### src/rtl/alu64_seq.sv
// alu64_seq: runs 64-bit ALU operations over one external 32-bit alu32.
// A request is split into a low-word pass and a high-word pass. A third
// pass fixes up the high word when the low-word add carried out or the
// low-word sub borrowed. The 64-bit result and c/n/z/v flags are returned
// over a valid/ready response handshake.
//
// Ports:
//   clk, reset_n                 clock (rising edge), async active-low reset
//   req_valid/req_ready          request handshake
//   req_a, req_b, req_op         64-bit operands and 3-bit opcode
//   alu_a, alu_b, alu_op         registered operands/opcode to alu32
//   alu_result, alu_c..alu_v     alu32 result and flags (only c is used)
//   rsp_valid/rsp_ready          response handshake
//   rsp_result, rsp_c..rsp_v     assembled 64-bit result and flags
//
// state | meaning
// ------+------------------------------------------------------------
// IDLE  | waiting for a request, req_ready high
// LO    | alu32 works on the low words
// HI    | alu32 works on the high words
// FIX   | alu32 adds/subtracts 1 to the high word (carry/borrow from LO)
// RSP   | response held until rsp_ready

module alu64_seq (
    input  logic        clk,
    input  logic        reset_n,
    input  logic        req_valid,
    output logic        req_ready,
    input  logic [63:0] req_a,
    input  logic [63:0] req_b,
    input  logic [2:0]  req_op,
    output logic [31:0] alu_a,
    output logic [31:0] alu_b,
    output logic [2:0]  alu_op,
    input  logic [31:0] alu_result,
    input  logic        alu_c,
    input  logic        alu_n,
    input  logic        alu_z,
    input  logic        alu_v,
    output logic        rsp_valid,
    input  logic        rsp_ready,
    output logic [63:0] rsp_result,
    output logic        rsp_c,
    output logic        rsp_n,
    output logic        rsp_z,
    output logic        rsp_v
);

    localparam logic [2:0] OP_ADD = 3'b110;
    localparam logic [2:0] OP_SUB = 3'b111;

    typedef enum logic [2:0] {
        IDLE = 3'd0,
        LO   = 3'd1,
        HI   = 3'd2,
        FIX  = 3'd3,
        RSP  = 3'd4
    } state_t;

    state_t      r_state;
    state_t      w_state_nxt;

    // Only the high operand words are kept; the low words go straight
    // into the alu32 operand registers on the accept edge.
    logic [31:0] r_a_hi;
    logic [31:0] r_b_hi;
    logic [2:0]  r_op;
    logic [31:0] r_res_lo;
    logic        r_c_lo;
    logic        r_c_hi;

    logic [31:0] r_alu_a;
    logic [31:0] r_alu_b;
    logic [2:0]  r_alu_op;

    logic        r_rsp_valid;
    logic [63:0] r_rsp_result;
    logic        r_rsp_c;
    logic        r_rsp_n;
    logic        r_rsp_z;
    logic        r_rsp_v;

    logic        w_need_fix;
    logic [63:0] w_fin_result;
    logic        w_fin_c;
    logic        w_fin_v;
    logic        w_load_rsp;
    logic        w_unused_flags;

    // n/z/v from alu32 are per-word and meaningless for the 64-bit result.
    assign w_unused_flags = ^{alu_n, alu_z, alu_v};

    assign w_need_fix = ((r_op == OP_ADD) &&  r_c_lo) ||
                        ((r_op == OP_SUB) && !r_c_lo);

    // Final high word comes from alu32 in the last pass (HI or FIX).
    assign w_fin_result = {alu_result, r_res_lo};
    assign w_load_rsp   = (r_state != RSP) && (w_state_nxt == RSP);

    always_comb begin
        w_fin_c = 1'b0;
        w_fin_v = 1'b0;
        case (r_op)
            OP_ADD: begin
                w_fin_c = (r_state == FIX) ? (r_c_hi | alu_c) : alu_c;
                w_fin_v = (r_a_hi[31] == r_b_hi[31]) &&
                          (w_fin_result[63] != r_a_hi[31]);
            end
            OP_SUB: begin
                // c=1 means no borrow; a decrement pass may introduce one.
                w_fin_c = (r_state == FIX) ? (r_c_hi & alu_c) : alu_c;
                w_fin_v = (r_a_hi[31] != r_b_hi[31]) &&
                          (w_fin_result[63] != r_a_hi[31]);
            end
            default: begin
                w_fin_c = 1'b0;
                w_fin_v = 1'b0;
            end
        endcase
    end

    // State register
    always_ff @(posedge clk or negedge reset_n) begin
        if (!reset_n) begin
            r_state <= IDLE;
        end else begin
            r_state <= w_state_nxt;
        end
    end

    // Next-state logic
    always_comb begin
        w_state_nxt = r_state;
        case (r_state)
            IDLE:    if (req_valid) w_state_nxt = LO;
            LO:      w_state_nxt = HI;
            HI:      w_state_nxt = w_need_fix ? FIX : RSP;
            FIX:     w_state_nxt = RSP;
            RSP:     if (rsp_ready) w_state_nxt = IDLE;
            default: w_state_nxt = IDLE;
        endcase
    end

    // Output logic
    always_comb begin
        req_ready = (r_state == IDLE);
    end

    // Datapath: operand capture, alu32 operand sequencing, response assembly.
    // alu32 operands are loaded one edge ahead so they are stable for the
    // entire state that uses them.
    always_ff @(posedge clk or negedge reset_n) begin
        if (!reset_n) begin
            r_a_hi       <= '0;
            r_b_hi       <= '0;
            r_op         <= '0;
            r_res_lo     <= '0;
            r_c_lo       <= 1'b0;
            r_c_hi       <= 1'b0;
            r_alu_a      <= '0;
            r_alu_b      <= '0;
            r_alu_op     <= '0;
            r_rsp_valid  <= 1'b0;
            r_rsp_result <= '0;
            r_rsp_c      <= 1'b0;
            r_rsp_n      <= 1'b0;
            r_rsp_z      <= 1'b0;
            r_rsp_v      <= 1'b0;
        end else begin
            case (r_state)
                IDLE: begin
                    if (req_valid) begin
                        r_a_hi   <= req_a[63:32];
                        r_b_hi   <= req_b[63:32];
                        r_op     <= req_op;
                        r_alu_a  <= req_a[31:0];
                        r_alu_b  <= req_b[31:0];
                        r_alu_op <= req_op;
                    end
                end
                LO: begin
                    r_res_lo <= alu_result;
                    r_c_lo   <= alu_c;
                    r_alu_a  <= r_a_hi;
                    r_alu_b  <= r_b_hi;
                end
                HI: begin
                    r_c_hi <= alu_c;
                    if (w_need_fix) begin
                        r_alu_a <= alu_result;
                        r_alu_b <= 32'h1;
                    end
                end
                RSP: begin
                    if (rsp_ready) begin
                        r_rsp_valid <= 1'b0;
                    end
                end
                default: begin
                end
            endcase

            if (w_load_rsp) begin
                r_alu_a      <= '0;
                r_alu_b      <= '0;
                r_alu_op     <= '0;
                r_rsp_valid  <= 1'b1;
                r_rsp_result <= w_fin_result;
                r_rsp_c      <= w_fin_c;
                r_rsp_n      <= w_fin_result[63];
                r_rsp_z      <= (w_fin_result == 64'h0);
                r_rsp_v      <= w_fin_v;
            end
        end
    end

    assign alu_a      = r_alu_a;
    assign alu_b      = r_alu_b;
    assign alu_op     = r_alu_op;
    assign rsp_valid  = r_rsp_valid;
    assign rsp_result = r_rsp_result;
    assign rsp_c      = r_rsp_c;
    assign rsp_n      = r_rsp_n;
    assign rsp_z      = r_rsp_z;
    assign rsp_v      = r_rsp_v;

endmodule
### config.mk
export PLATFORM = sky130hd
export DESIGN_NAME = alu64_seq
export DESIGN_NICKNAME = d
export VERILOG_FILES = /design/src/rtl/alu64_seq.sv
export SDC_FILE = /design/constraint.sdc
export NUM_CORES = 1
export LEC_CHECK = 0
export ABC_CLOCK_PERIOD_IN_PS = 2800
export BUFFER_PORTS_ARGS = -buffer_cell sky130_fd_sc_hd__clkbuf_2
export CAP_MARGIN = 20
export CORE_UTILIZATION = 55
export CTS_BUF_LIST = sky130_fd_sc_hd__clkbuf_4 sky130_fd_sc_hd__clkbuf_8
export CTS_CLUSTER_SIZE = 24
export DETAILED_ROUTE_END_ITERATION = 8
export PLACE_DENSITY_LB_ADDON = 0.3
export SYNTH_ARGS = -nofsm -noshare
export SYNTH_HDL_FRONTEND = slang
export SYNTH_SLANG_ARGS = --single-unit
### constraint.sdc
create_clock -name clk -period 2.8 [get_ports clk]
set_input_delay 0.28 -clock clk [delete_from_list [all_inputs] [get_ports clk]]
set_output_delay 0.28 -clock clk [all_outputs]
set_load 0.02 [all_outputs]
Word-level counts from Yosys, hierarchy flattened --
Cells that the tools add are included.
Word-level totals: flip-flop bits (word level) 240, input bits 171, output and inout port bits 137, word-level logic and storage cells 71
Cells by class: equality and inequality tests 13, multiplexer cells 22, bitwise logic cells 2, reductions and logical operators 18
Operator list (number):
- $mux 32 | 6
- $pmux 32 s3 | 2
- $logic_not 64->1 | 1
- $mux 3 | 6
- $pmux 3 s5 | 1
- $eq 3x3->1 const B | 4
- $reduce_bool 2->1 | 4
- $eq 3x2->1 const B | 2
- $ne 3x3->1 const B | 2
- $reduce_and 2->1 | 3
- $logic_and 1x1->1 | 5
- $mux 1 | 5
- $pmux 1 s2 | 2
- $reduce_bool 4->1 | 1
- $eq 3x1->1 const B | 1
- $logic_not 3->1 | 1
- $ne 3x2->1 const B | 1
- $reduce_and 3->1 | 1
- $ne 1x1->1 | 2
- $and 1x1->1 | 1
- $eq 1x1->1 | 1
- $logic_not 1->1 | 1
- $logic_or 1x1->1 | 1
- $or 1x1->1 | 1

Logic depth before layout (Yosys ltp) --
depth after elaboration 9, depth in mapped cells 8, mapped depth without buffers 4

Worst setup path after synthesis --
Ideal clock, no wire load.
path type reg2reg, start point register r_state[2], end point register r_op[0], library setup time 0.117 ns, arrival time 1.861 ns, required time 2.683 ns, path slack 0.822 ns, cell stages (with the launch flop) 8, buffers on the path 3, period minus slack after synthesis 1.978 ns, cells stage by stage dfrtp_1 > clkbuf_1 > nor3_1 > nand2_1 > buf_2 > buf_1 > nand2_1 > nand2_1
Between the ends: cells in the longest elaborated chain, start to end 2
RTL lines:
- start, declared | RTL line 60 | state_t r_state;
- start signal, assigned | RTL line 127 | r_state <= w_state_nxt;
- $logic_not 3->1
- via req_ready | RTL line 28 | output logic req_ready,
- $reduce_and 2->1 (no source line)
- end signal, assigned | RTL line 175 | r_op <= req_op;
- end, declared | RTL line 67 | logic [2:0] r_op;
The timed path passes the listed nets, and every way through them passes these cells. A chain may end at the register's enable or synchronous reset.

Worst setup path in the final report --
start point register r_op[0], end point register r_alu_a[29], in the netlist alu_a[29]
Between the ends: cells in the longest elaborated chain, start to end 9, elaborated cells on any way between the ends 14, those cells by class eq/ne (5); mux (3); reduce/logical (6)
RTL lines:
- $eq 3x3->1, on equally long branches | RTL line 93, 94
- $logic_and 1x1->1, on equally long branches | RTL line 93, 94
- $logic_or 1x1->1 * | RTL line 93 | assign w_need_fix = ((r_op == OP_ADD) && r_c_lo) ||
- $mux 3 | RTL line 137 | HI: w_state_nxt = w_need_fix ? FIX : RSP;
- $pmux 3 s5 | RTL line 134 | case (r_state)
- $eq 3x3->1 | RTL line 98 | assign w_load_rsp = (r_state != RSP) && (w_state_nxt == RSP);
- $logic_and 1x1->1 | RTL line 98
- $ne 3x3->1 (no source line) (tied with other cells)
- $reduce_and 3->1 (no source line)
- end signal, assigned | RTL line 176 | r_alu_a <= req_a[31:0];
- end signal, assigned | RTL line 184 | r_alu_a <= r_a_hi;
- end signal, assigned | RTL line 190 | r_alu_a <= alu_result;
- end, declared | RTL line 72 | logic [31:0] r_alu_a;
Every way passes the cells marked *; elsewhere a longest branch is shown, timed or not.

==> results.md <==
- Outcome: finished, final reports clean
- WS Path Type: flop to flop
- Yosys warnings: 0
- Postcts setup bufs: 0
- Yosys top cell area share: 0.590
- Relative slew slack: 0.439
- Core ar.: 18000 um^2
- Tot GR Track Use: 0.322
- Final Util: 0.748
- Sequential area share after synthesis: 0.590
- Clock transition at the registers of the reported paths: 0.07 ns
- Clk buf depth: 3
- Clock root cell: clkbuf_8
- Post-synth EDFFs: 0
- Number of remaining DRC errors: 0
- Chip width: 138 um
- Hold depth: 3
- Vias in the first global route: 8898
- Fillers: 1227
- Cell Chain, Critical Path: xnor2_1 -> o31ai_4 -> nand2_4 -> o21ai_1
- FF/Latch Area: 5980 um^2
- Share of cells above drive strength 1: 0.382
- Max VDD drop: 0.000883 V
- Min-delay src: req_a[18]
- Dominant cell type by area after synthesis: dfrtp_1
- WL final: 30200 um
- CP startpoint kind: flop
- Tot Pwr: 17.4 mW
- Number of CTS-inserted buffers: 40
- Cells after synthesis: 932
- Die footprint: 19000 um^2
- Gpl congestion: 0.814
- Syn Nets: 1103
- Ys flop type: dfrtp_1
- Worst path required time: 3.22 ns
- RSZ-0062 raised after global routing: no
- # rows: 49
- CTS tree: built
- CP peak stage delay: 0.67 ns
- Total of max-cap violations: 0
- Post-DP HPWL: 18800 um
- Ranking of synthesized cells by area: dfrtp_1, mux2_2, nand2_1
- Wirelength per Cell: 19.2 um
- Pwr dens: 1290 nW/um^2
- Netlist cell types: 36
- Syn avg cell area: 10.9 um^2
- Top-count cell post-synth: nand2_1
- Measured slew at the worst slew-check pin: 0.842 ns
- Setup violations, final: 0
- Reg2reg start: r_op[0]$_DFFE_PN0P_
- Setup crit end kind: flop
- Fin Setup TNS: 0 ns
- Final Hold Viols: 0
- Port Buf Inserts: 304
- Layout Skew: 0.0176 ns
- WP data arrival: 2.77 ns
- # IOs: 308
- Fin crit share: 0.840
- First-pass GRT wire length: 46300 um
- Drt pass-1 iters: 5
- DR vias: 8815
- Leading cell types by count after synthesis: nand2_1, dfrtp_1, mux2_2, a21oi_1, nor2b_1
- Worst Path Max Fanout: 32
- Initial Util: 0.563
- Synthesized area: 10100 um^2
- CTS Sinks: 239
- Fin crit period: 2.35 ns
- Leakage: 6.69 nW
- Initial drt markers: 511
- Area growth from synthesis to layout: 32.9%
- Origin of the worst setup path: r_op[0]$_DFFE_PN0P_
- Asr flop ratio synth: 1.00
- Die height: 138 um
- GRT overflow: 0
- Slew Viols, Final: 0
- Min-delay worst type: input pin to flop
- H-tree depth: 2
- Initial antenna violation count: 1
- Fmax: 425 MHz
- Multi-input gate area: 3790 um^2
- #FFs+latches synth: 239
- Layout Nets: 1480
- Clock Latency Late Sink: 0.53 ns
- Pin count of the biggest net entering global routing: 79
- CP max-delay cell: o31ai_4
- Post-DR vias/cell: 5.62
- Worst R2R Path Depth: 4
- ANT nets after route: 0
per-stage QoR:
stage	hold slack, ns	setup slack, ns	instance area (um^2)	cells
floorplan	-0.0156	0.822	10100	932
global placement	0.293	0.511	11800	1423
detailed placement	0.295	0.435	11800	1423
CTS	0.00113	0.438	13500	1567
global route	0.000650	0.294	13500	1569
finish	0.0192	0.447	13500	1569
state kept, by name, summed over array words and instances (netlist names):
| signal | count |
|---|---|
| rsp_v | 1 |
| r_b_hi | 32 |
| alu_b | 32 |
| rsp_c | 1 |
| r_res_lo | 32 |
| rsp_result | 64 |
| r_c_hi | 1 |
| alu_op | 3 |
| r_a_hi | 32 |
| r_op | 3 |
| r_c_lo | 1 |
| r_state | 3 |
| alu_a | 32 |
| rsp_z | 1 |
| rsp_valid | 1 |
logic make-up after synthesis:
kind of cell | synth area share
flip-flops | 0.590
buffers and inverters | 0.0382
AND/OR/NAND/NOR | 0.147
AO/OA/AOI/OAI | 0.114
XOR/XNOR | 0.00173
multiplexers | 0.109
cell usage in the layout (no fill, tap or decap), types with 3 or more instances in the layout:
cell type and instances:
clkbuf_2 303, clkinvlp_4 3, dlygate4sd3_1 72, nand4_1 4, buf_4 21, a21oi_1 66
mux2_2 98, dfrtp_1 238, o21ai_0 5, a22o_1 32, nor4_1 16, nand2_1 272
inv_1 4, clkbuf_4 9, nor2_1 5, nor2b_1 34, buf_12 4, clkinv_2 4
clkbuf_8 55, o21ai_1 31, o41ai_1 33
per-layer routing:
layer | part of all wire | wire length [um] | vias to the layer above | track usage
li1 | - | - | 3981 | -
met1 | 0.39 | 11700 | 4263 | 0.401
met2 | 0.49 | 14600 | 480 | 0.528
met3 | 0.089 | 2680 | 91 | 0.0798
met4 | 0.038 | 1150 | 0 | 0.150
met5 | 0 | 0 | - | 0
layout make-up:
| class | count | share of cell area |
|---|---|---|
| inverters | 4 | 0.00111 |
| clock buffers | 64 | 0.0612 |
| repair buffers | 402 | 0.186 |
| diodes | 1 | 0.000186 |
| flip-flops and latches | 239 | 0.444 |
| clock inverters | 8 | 0.00538 |
| multi-input cells | 622 | 0.281 |
| well taps | 229 | 0.0213 |
worst max-delay path: cells and delay by family (launching register included):
kind,cells,cell delay [ns]
simple gates,1,0.48
xor+xnor,1,0.26
flops,1,0.44
compound gates,2,1.05
final timing paths:
path                                         end  slack (ns)
setup / recovery           alu_a[29]$_DFFE_PN0P_        0.45
hold / removal             alu_a[18]$_DFFE_PN0P_        0.02
setup reg to reg           alu_a[29]$_DFFE_PN0P_        0.45
hold reg to reg             alu_b[7]$_DFFE_PN0P_        0.47
max in group asynchronous  alu_a[21]$_DFFE_PN0P_        1.49
min in group asynchronous   alu_b[7]$_DFFE_PN0P_        0.29
power by group:
group          leakage, nW  internal [mW]  switching [mW]
registers             2.92           5.20            1.07
clock network        0.467           1.96            1.41
logic                 3.31           3.04            4.70
total                 6.69           10.2            7.18
timing repair:
item | in CTS | in global routing
resized for setup | 0 | 0
endpoints found under the hold margin | 148 | 0
hold buffers | 72 | 0
Note: power is estimated with default switching activity, not from simulation.
